`src/rtl/bin_window_pkg.sv`:
```
// bin_window_pkg
//   Shared definitions for the 3x3 binary window builder: default frame
//   geometry, window bit positions, the frame-state type and a small
//   popcount helper for the optional popcount output.
package bin_window_pkg;

  localparam int IMG_W_DEF = 28;
  localparam int IMG_H_DEF = 28;

  // Window bit index = 3*row + col; row 0 is the oldest line, col 0 the
  // oldest pixel, so bit 8 is always the newest pixel.
  localparam int WIN_TL     = 0;
  localparam int WIN_CENTER = 4;
  localparam int WIN_BR     = 8;

  typedef enum logic [1:0] {
    IDLE   = 2'd0,
    ACTIVE = 2'd1,
    DONE   = 2'd2
  } frame_state_t;

  function automatic logic [3:0] popcount9(input logic [8:0] v);
    logic [3:0] sum;
    sum = 4'd0;
    for (int i = 0; i < 9; i++) begin
      sum = sum + {3'b000, v[i]};
    end
    return sum;
  endfunction

endpackage

```
`src/rtl/bin_window_line_buffer.sv`:
```
// bin_line_buffer
//   1-bit shift register of DEPTH stages used as a line delay. On each
//   shift the oldest bit leaves through tap (read before the shift, i.e.
//   tap is the value that entered DEPTH shifts ago).
// Ports:
//   clk    - clock, rising edge
//   rst_n  - asynchronous active-low reset, clears the contents
//   shift  - advance the line by one pixel
//   din    - pixel entering the line
//   tap    - pixel that entered DEPTH shifts earlier
module bin_line_buffer #(
  parameter int DEPTH = 28
) (
  input  logic clk,
  input  logic rst_n,
  input  logic shift,
  input  logic din,
  output logic tap
);

  logic [DEPTH-1:0] sr;

  always_ff @(posedge clk or negedge rst_n) begin
    if (!rst_n) begin
      sr <= '0;
    end else if (shift) begin
      sr <= {sr[DEPTH-2:0], din};
    end
  end

  assign tap = sr[DEPTH-1];

endmodule

```
`src/rtl/bin_window_3x3.sv`:
```
// bin_window_3x3
//   Builds a 3x3 sliding window of binary pixels over an IMG_W x IMG_H
//   frame using two line buffers and emits only fully-inside (valid
//   convolution) windows, with output coordinates, a frame-done pulse and
//   a sticky overrun flag.
//
//   state  | meaning
//   -------+-----------------------------------------------------------
//   IDLE   | waiting for a vsync rising edge
//   ACTIVE | accepting pixels of the current frame
//   DONE   | full frame accepted; further valids only raise o_overrun
//
// Ports:
//   i_sclk, i_rstn        clock / asynchronous active-low reset
//   i_vsync               frame sync, rising edge starts a frame
//   i_hsync               line sync, informational only
//   i_valid, i_tdata      pixel qualifier and 1-bit pixel
//   i_vdone               upstream frame-end pulse
//   o_win, o_win_valid    window (bit 3*r+c) and its single-cycle qualifier
//   o_row, o_col          top-left coordinate of the emitted window
//   o_frame_done          pulse with the last window of a frame
//   o_overrun             sticky: pixels arrived after the frame was full
//   o_popcnt              ones in the window (only with WIN_POPCOUNT_EN)
//
// Build option: define WIN_POPCOUNT_EN to add the o_popcnt output.
module bin_window_3x3
  import bin_window_pkg::*;
#(
  parameter int IMG_W = IMG_W_DEF,
  parameter int IMG_H = IMG_H_DEF,
  parameter int CW    = $clog2(IMG_W)
) (
  input  logic          i_sclk,
  input  logic          i_rstn,
  input  logic          i_vsync,
  input  logic          i_hsync,
  input  logic          i_valid,
  input  logic          i_tdata,
  input  logic          i_vdone,
  output logic [8:0]    o_win,
  output logic          o_win_valid,
  output logic [CW-1:0] o_row,
  output logic [CW-1:0] o_col,
  output logic          o_frame_done,
  output logic          o_overrun
`ifdef WIN_POPCOUNT_EN
  ,output logic [3:0]   o_popcnt
`endif
);

  localparam logic [CW-1:0] C_ONE    = CW'(1);
  localparam logic [CW-1:0] C_TWO    = CW'(2);
  localparam logic [CW-1:0] COL_LAST = CW'(IMG_W - 1);
  localparam logic [CW-1:0] ROW_LAST = CW'(IMG_H - 1);

  frame_state_t  state;
  logic          vsync_q;
  logic          vsync_rise;
  logic          accept;
  logic [CW-1:0] col_in;
  logic [CW-1:0] row_in;
  logic [8:0]    win;
  logic [8:0]    win_next;
  logic          lb1_tap;
  logic          lb2_tap;
  logic          last_pix;
  logic          emit;

  // hsync carries no information the datapath needs
  logic unused_hsync;
  assign unused_hsync = i_hsync;

  assign vsync_rise = i_vsync & ~vsync_q;
  // A restarting vsync discards any pixel presented in the same cycle.
  assign accept     = i_valid & (state == ACTIVE) & ~vsync_rise;
  assign last_pix   = (row_in == ROW_LAST) && (col_in == COL_LAST);
  assign emit       = (row_in >= C_TWO) && (col_in >= C_TWO);

  // Each row shifts left; the new right-hand column is {lb2, lb1, pixel}.
  assign win_next = {i_tdata, win[8:7], lb1_tap, win[5:4], lb2_tap, win[2:1]};

  bin_line_buffer #(.DEPTH(IMG_W)) u_lb1 (
    .clk   (i_sclk),
    .rst_n (i_rstn),
    .shift (accept),
    .din   (i_tdata),
    .tap   (lb1_tap)
  );

  bin_line_buffer #(.DEPTH(IMG_W)) u_lb2 (
    .clk   (i_sclk),
    .rst_n (i_rstn),
    .shift (accept),
    .din   (lb1_tap),
    .tap   (lb2_tap)
  );

  always_ff @(posedge i_sclk or negedge i_rstn) begin
    if (!i_rstn) begin
      state        <= IDLE;
      vsync_q      <= 1'b0;
      col_in       <= '0;
      row_in       <= '0;
      win          <= '0;
      o_win        <= '0;
      o_win_valid  <= 1'b0;
      o_row        <= '0;
      o_col        <= '0;
      o_frame_done <= 1'b0;
      o_overrun    <= 1'b0;
`ifdef WIN_POPCOUNT_EN
      o_popcnt     <= '0;
`endif
    end else begin
      vsync_q      <= i_vsync;
      o_win_valid  <= 1'b0;
      o_frame_done <= 1'b0;

      if (vsync_rise) begin
        state     <= ACTIVE;
        col_in    <= '0;
        row_in    <= '0;
        o_overrun <= 1'b0;
      end else begin
        if (accept) begin
          win <= win_next;
          if (col_in == COL_LAST) begin
            col_in <= '0;
            row_in <= row_in + C_ONE;
          end else begin
            col_in <= col_in + C_ONE;
          end
          if (emit) begin
            o_win_valid <= 1'b1;
            o_win       <= win_next;
            o_row       <= row_in - C_TWO;
            o_col       <= col_in - C_TWO;
`ifdef WIN_POPCOUNT_EN
            o_popcnt    <= popcount9(win_next);
`endif
          end
          if (last_pix) begin
            state        <= DONE;
            row_in       <= '0;
            o_frame_done <= 1'b1;
          end
        end
        if (i_valid && state == DONE) begin
          o_overrun <= 1'b1;
        end
        // vdone overrides an ACTIVE->DONE step taken in the same cycle
        if (i_vdone && state != IDLE) begin
          state <= IDLE;
        end
      end
    end
  end

endmodule

```
`config.mk`:
```
export PLATFORM = sky130hd
export DESIGN_NAME = bin_window_3x3
export DESIGN_NICKNAME = d
export VERILOG_FILES = /design/src/rtl/bin_window_pkg.sv /design/src/rtl/bin_window_line_buffer.sv /design/src/rtl/bin_window_3x3.sv
export SDC_FILE = /design/constraint.sdc
export NUM_CORES = 1
export LEC_CHECK = 0
export BUFFER_PORTS_ARGS = -buffer_cell sky130_fd_sc_hd__buf_2
export CORE_MARGIN = 4
export CORE_UTILIZATION = 45
export DETAILED_ROUTE_END_ITERATION = 12
export HOLD_SLACK_MARGIN = 0.08
export REMOVE_ABC_BUFFERS = 1
export SETUP_SLACK_MARGIN = 0.5
export SLEW_MARGIN = 20
export SYNTH_ARGS = -nofsm -noshare
export SYNTH_HDL_FRONTEND = slang
export SYNTH_SLANG_ARGS = --single-unit
export TNS_END_PERCENT = 20
```
`constraint.sdc`:
```
create_clock -name i_sclk -period 2 [get_ports i_sclk]
set_input_delay 0.4 -clock i_sclk [delete_from_list [all_inputs] [get_ports i_sclk]]
set_output_delay 0.4 -clock i_sclk [all_outputs]
set_load 0.02 [all_outputs]
```
# [Word-level counts from Yosys, hierarchy flattened]
# Index checks and enable logic that the tools add are counted.
[classes] addsub=4 magnitude_cmp=2 n_eq_ne=4 muxes=19 n_bitwise=5 n_reduce_logical=14
[op_table] operator="$mux W5" n=7
[op_table] operator="$add A5 B1 Y5 const B" n=2
[op_table] operator="$eq A5 B5 Y1 const B" n=2
[op_table] operator="$ge A5 B2 Y1 const B" n=2
[op_table] operator="$sub A5 B2 Y5 const B" n=2
[op_table] operator="$reduce_bool A3 Y1" n=3
[op_table] operator="$mux W1" n=8
[op_table] operator="$mux W2" n=4
[op_table] operator="$reduce_and A2 Y1" n=3
[op_table] operator="$reduce_bool A2 Y1" n=3
[op_table] operator="$logic_and A1 B1 Y1" n=4
[op_table] operator="$and A1 B1 Y1" n=3
[op_table] operator="$reduce_and A3 Y1" n=1
[op_table] operator="$eq A2 B1 Y1 const B" n=1
[op_table] operator="$eq A2 B2 Y1 const B" n=1
[op_table] operator="$not A1 Y1" n=2
[word_totals] reg_bits=100 word_cells=61

# [Longest topological paths before layout]
[depth] word_depth=7 mapped_depth=7 ltp_nobuf=6

# [Modules after synthesis]
# From an unflattened synthesis, not the netlist that was laid out.
[hier_totals] hier_cells=270 hier_area_um2=4241.6
[modules_own_cells] module="bin_line_buffer" instances=2 cells_each=59 area_each_um2=1142.3 seq_area_each_um2=700.7
[modules_own_cells] module="bin_window_3x3" instances=1 cells_each=152 area_each_um2=1956.9 seq_area_each_um2=1026.0

# [Worst setup path after synthesis]
# No wires, ideal clock.
[synth_timing] path_kind="register to register" startpoint="register row_in[1]" endpoint="register o_col[0]" setup_ps=125 arrival_ps=1642 path_slack_ps=233 stages_incl_launch_ff=8 path_buffers=1 path_cell_list="dfrtp_1 inv_1 ha_1 inv_1 a2111o_1 nand3_2 buf_12 mux2_4"
[synth_via] elab_chain_cells=3
[synth_lines] element="start: declaration" line="bin_window_3x3.sv:61" rtl="logic [CW-1:0] row_in;"
[synth_lines] element="start signal: assignment" line="bin_window_3x3.sv:129" rtl="row_in <= row_in + C_ONE;"
[synth_lines] element="$ge A5 B2 Y1" line="bin_window_3x3.sv:77" rtl="assign emit = (row_in >= C_TWO) && (col_in >= C_TWO);"
[synth_lines] element="$logic_and A1 B1 Y1" line="bin_window_3x3.sv:77"
[synth_lines] element="$reduce_and A3 Y1 (no source line)"
[synth_lines] element="end signal: assignment" line="bin_window_3x3.sv:137" rtl="o_col <= col_in - C_TWO;"
[synth_lines] element="end: declaration" line="bin_window_3x3.sv:43" rtl="output logic [CW-1:0] o_col,"
# No other way between the ends.
# A chain may end at the register's enable or synchronous reset.

# [Worst setup path in the final report]
[layout_timing] startpoint="register row_in[1]" endpoint="register o_row[3]"
[layout_via] elab_chain_cells=3
[layout_lines] element="$ge A5 B2 Y1" line="bin_window_3x3.sv:77"
[layout_lines] element="$logic_and A1 B1 Y1" line="bin_window_3x3.sv:77"
[layout_lines] element="$reduce_and A3 Y1 (no source line)"
[layout_lines] element="end signal: assignment" line="bin_window_3x3.sv:136" rtl="o_row <= row_in - C_TWO;"
[layout_lines] element="end: declaration" line="bin_window_3x3.sv:42" rtl="output logic [CW-1:0] o_row,"
# Parallel ways exist; a longest one is shown, timed or not.

==> results by group <==
Power and ir drop
  – Flop pwr share: 0.550
  – Comb power frac: 0.079
  – Clock network power share: 0.371
  – Pwr Density: 816 nW/um^2
  – P_sw: 0.879 mW
  – VDD IR max: 0.454 mV
  – P_int: 2.87 mW
  – Sw frac: 0.234
  – Leak pwr: 2.45 nW

Yosys
  – #FFs+latches synth: 93
  – Avg Inst Size Synth: 14.8 um^2
  – Syn. warnings: 0
  – Netlist cell types: 36
  – Dominant cell type by area after synthesis: dfrtp_1
  – Synth area leaders: dfrtp_1 60%, mux2_2 14%, mux2_4 6.5%
  – Post-synthesis cell area: 3900 um^2
  – Syn Inst Count: 264
  – Sequential element share of the synthesized area: 0.597
  – Share of the synthesized area in the top cell type: 0.597

CTS
  – Clock-pin slew on the worst setup and hold paths: 0.10 ns
  – Clock Tree Root: clkbuf_8
  – Clk_lat worst skew: 0.36 ns
  – TritonCTS clock tree: done
  – H-tree lvl count: 3
  – Num CTS Buffers: 9
  – Sink Count: 93
  – Clk buf depth: 2

Global routing
  – First-pass GRT wire length: 10,700 um
  – Initial antenna violation count: 0
  – GRT Overall Usage: 0.132
  – Vias in the first global route: 2,280
  – Pin count of the biggest net entering global routing: 38
  – Gr ovfl total: 0

Status
  – Status: completed

Die
  – Die span in x: 101 um
  – Core ar.: 8340 um^2
  – Die height: 101 um
  – Initial core utilization: 0.467
  – I/O pin total: 29
  – Die ar.: 10,200 um^2
  – Num rows: 33

Setup path
  – CP Launch Type: register
  – Worst EP arrival: 2.05 ns
  – Critical Path Sink Type: register
  – Type of the worst setup path: reg -> reg
  – CP Max Fanout: 7
  – CP Data Required Time: 2.26 ns

Finish
  – Layout area overhead: 17.8%
  – Most common cell after layout, fill and taps aside: dfrtp_1
  – Layout cell share with drive strength beyond 1: 0.462
  – Filler cells: 713
  – Fin nets: 328
  – Antenna diodes: 0
  – Most frequent cells in the layout: 92 x dfrtp_1, 49 x mux2_2, 26 x buf_2, 17 x mux2_4, 17 x buf_4
  – Post-Route Utilization: 0.551
  – Design area: 4590 um^2

Timing
  – Slew @ Worst Pin: 0.482 ns
  – Clock Skews: 0.0135 ns
  – WHS: 0.171 ns
  – Max frequency: 557 MHz
  – Final worst path period share: 0.898
  – Min Tclk post-route: 1.80 ns
  – RSZ-0062 raised after global routing: yes
  – Final setup viols: 0
  – Slew margin rel.: 0.679
  – Max-slew violations: 0
  – Hold Violations, Final: 0
  – Sum Neg Setup Slack: 0 ns

Routing
  – 1st-iter DRT viols: 50
  – Via total after detailed routing: 2,125
  – Drt pass-1 iters: 6
  – DR vias/cell: 5.02
  – Residual DRC: 0
  – Final wirelength: 5950 um
  – Antenna viol nets, final: 0
  – Routed wire per std cell: 14.1 um

Placement
  – Post-place instance area: 4200 um^2
  – Post-DP HPWL: 3790 um
  – I/O Buffers: 27
  – Gp weighted congestion: 0.729

Flow run
  – Max Cap Viol: 0

Min path
  – Hold WC Path Type: in -> reg
worst max-delay path, cell delays in order (launching register included):
cell	delay (ns)
dfrtp_1	0.41
buf_6	0.13
ha_4	0.14
a2111o_1	0.40
nand3_4	0.15
clkbuf_16	0.18
mux2_4	0.29
cells in the mapped netlist:
| cell | count |
|---|---|
| nand2_4 | 1 |
| inv_2 | 2 |
| and4b_1 | 1 |
| nor2b_2 | 1 |
| nor2_1 | 12 |
| o221a_2 | 1 |
| o21ai_0 | 3 |
| nand4b_1 | 1 |
| a31oi_1 | 2 |
| a21oi_1 | 10 |
| dfrtp_1 | 93 |
| a2111o_1 | 1 |
| nand3_1 | 3 |
| and3_1 | 2 |
| buf_12 | 2 |
| ha_1 | 8 |
| inv_1 | 10 |
| nor2_4 | 1 |
| nand2b_1 | 1 |
| or3_1 | 3 |
| buf_4 | 2 |
| nand2_1 | 3 |
| xor2_1 | 4 |
| mux2_4 | 17 |
| buf_2 | 6 |
| nor3_1 | 3 |
| clkbuf_1 | 2 |
| mux2_1 | 9 |
| and4b_2 | 1 |
| and3b_1 | 1 |
| nand4_1 | 1 |
| nand3b_4 | 1 |
| o32ai_1 | 1 |
| mux2_2 | 49 |
| nand3_2 | 1 |
| mux2i_1 | 5 |
layout make-up:
type,instances,area [um^2],share of cell area
Tap cell,105,131,0.0286
Clock buffer,10,128,0.0278
Clock inverter,6,96.3,0.0210
Inverter,12,45.0,0.00981
Multi-Input combinational cell,147,1490,0.323
Sequential cell,93,2330,0.507
Timing Repair Buffer,50,379,0.0825
routing by layer:
layer  wire length [um]  GRT usage  vias to the layer above  part of all wire
li1                   -          -                     1023                 -
met1               2950      0.177                     1062              0.50
met2               2670      0.197                       29              0.45
met3                207     0.0388                       11             0.035
met4                118     0.0613                        0             0.020
met5                  0          0                        -                 0
cell families (layout without fill, tap and decap cells):
| family | Yosys count | in the layout | synth area share |
|---|---|---|---|
| compound gates | 18 | 18 | 0.0279 |
| xor+xnor | 4 | 4 | 0.00899 |
| fa+ha+maj | 8 | 8 | 0.0257 |
| buf+inv | 24 | 78 | 0.0353 |
| flops | 93 | 93 | 0.597 |
| mux | 80 | 80 | 0.246 |
| simple gates | 37 | 37 | 0.0591 |
worst paths after layout:
| path | slack [ns] | from | cells after the start | end |
|---|---|---|---|---|
| max | 0.20 | row_in[1] | 6 | o_row[3] |
| max reg2reg | 0.20 | row_in[1] | 6 | o_row[3] |
| min in group asynchronous | 0.53 | i_rstn | 2 | o_win[0] |
| max in group asynchronous | 0.77 | i_rstn | 3 | u_lb2.sr[17] |
| min reg2reg | 0.48 | u_lb1.sr[18] | 1 | u_lb1.sr[19] |
| min | 0.17 | i_vsync | 1 | vsync_q |
through the flow:
step,std cells,total power [mW],worst slack [ns]
after floorplan,252,2.27,-0.938
after CTS,420,3.81,0.216
after global placement,396,2.38,0.190
after global routing,423,3.94,0.138
final,423,3.75,0.203
after detailed placement,396,2.39,0.183
what timing repair did:
item                                    CTS  global route
cloned                                    0             1
endpoints found under the setup margin   85            84
buffers inserted                          7             2
endpoints found under the hold margin    35             0
hold buffers                              1             0
pin swaps                                 3             2
resized for setup                        14             2
power groups by stage:
stage	registers, mW	clock network [mW]	logic [mW]
4_1_cts	2.06	1.45	0.300
3_5_place_dp	2.10	0	0.290
2_1_floorplan	2.08	0	0.190
5_1_grt	2.08	1.52	0.334
6_report	2.06	1.39	0.295
3_3_place_gp	2.09	0	0.281
flip-flops by register name (all words and copies together) (netlist names):
| signal | cells |
|---|---|
| col_in | 5 |
| o_col | 5 |
| o_frame_done | 1 |
| o_overrun | 1 |
| o_row | 5 |
| o_win | 9 |
| o_win_valid | 1 |
| row_in | 5 |
| state | 2 |
| u_lb1.sr | 28 |
| u_lb2.sr | 27 |
| vsync_q | 1 |
| win | 3 |
Power figures use the tool's default switching activity.
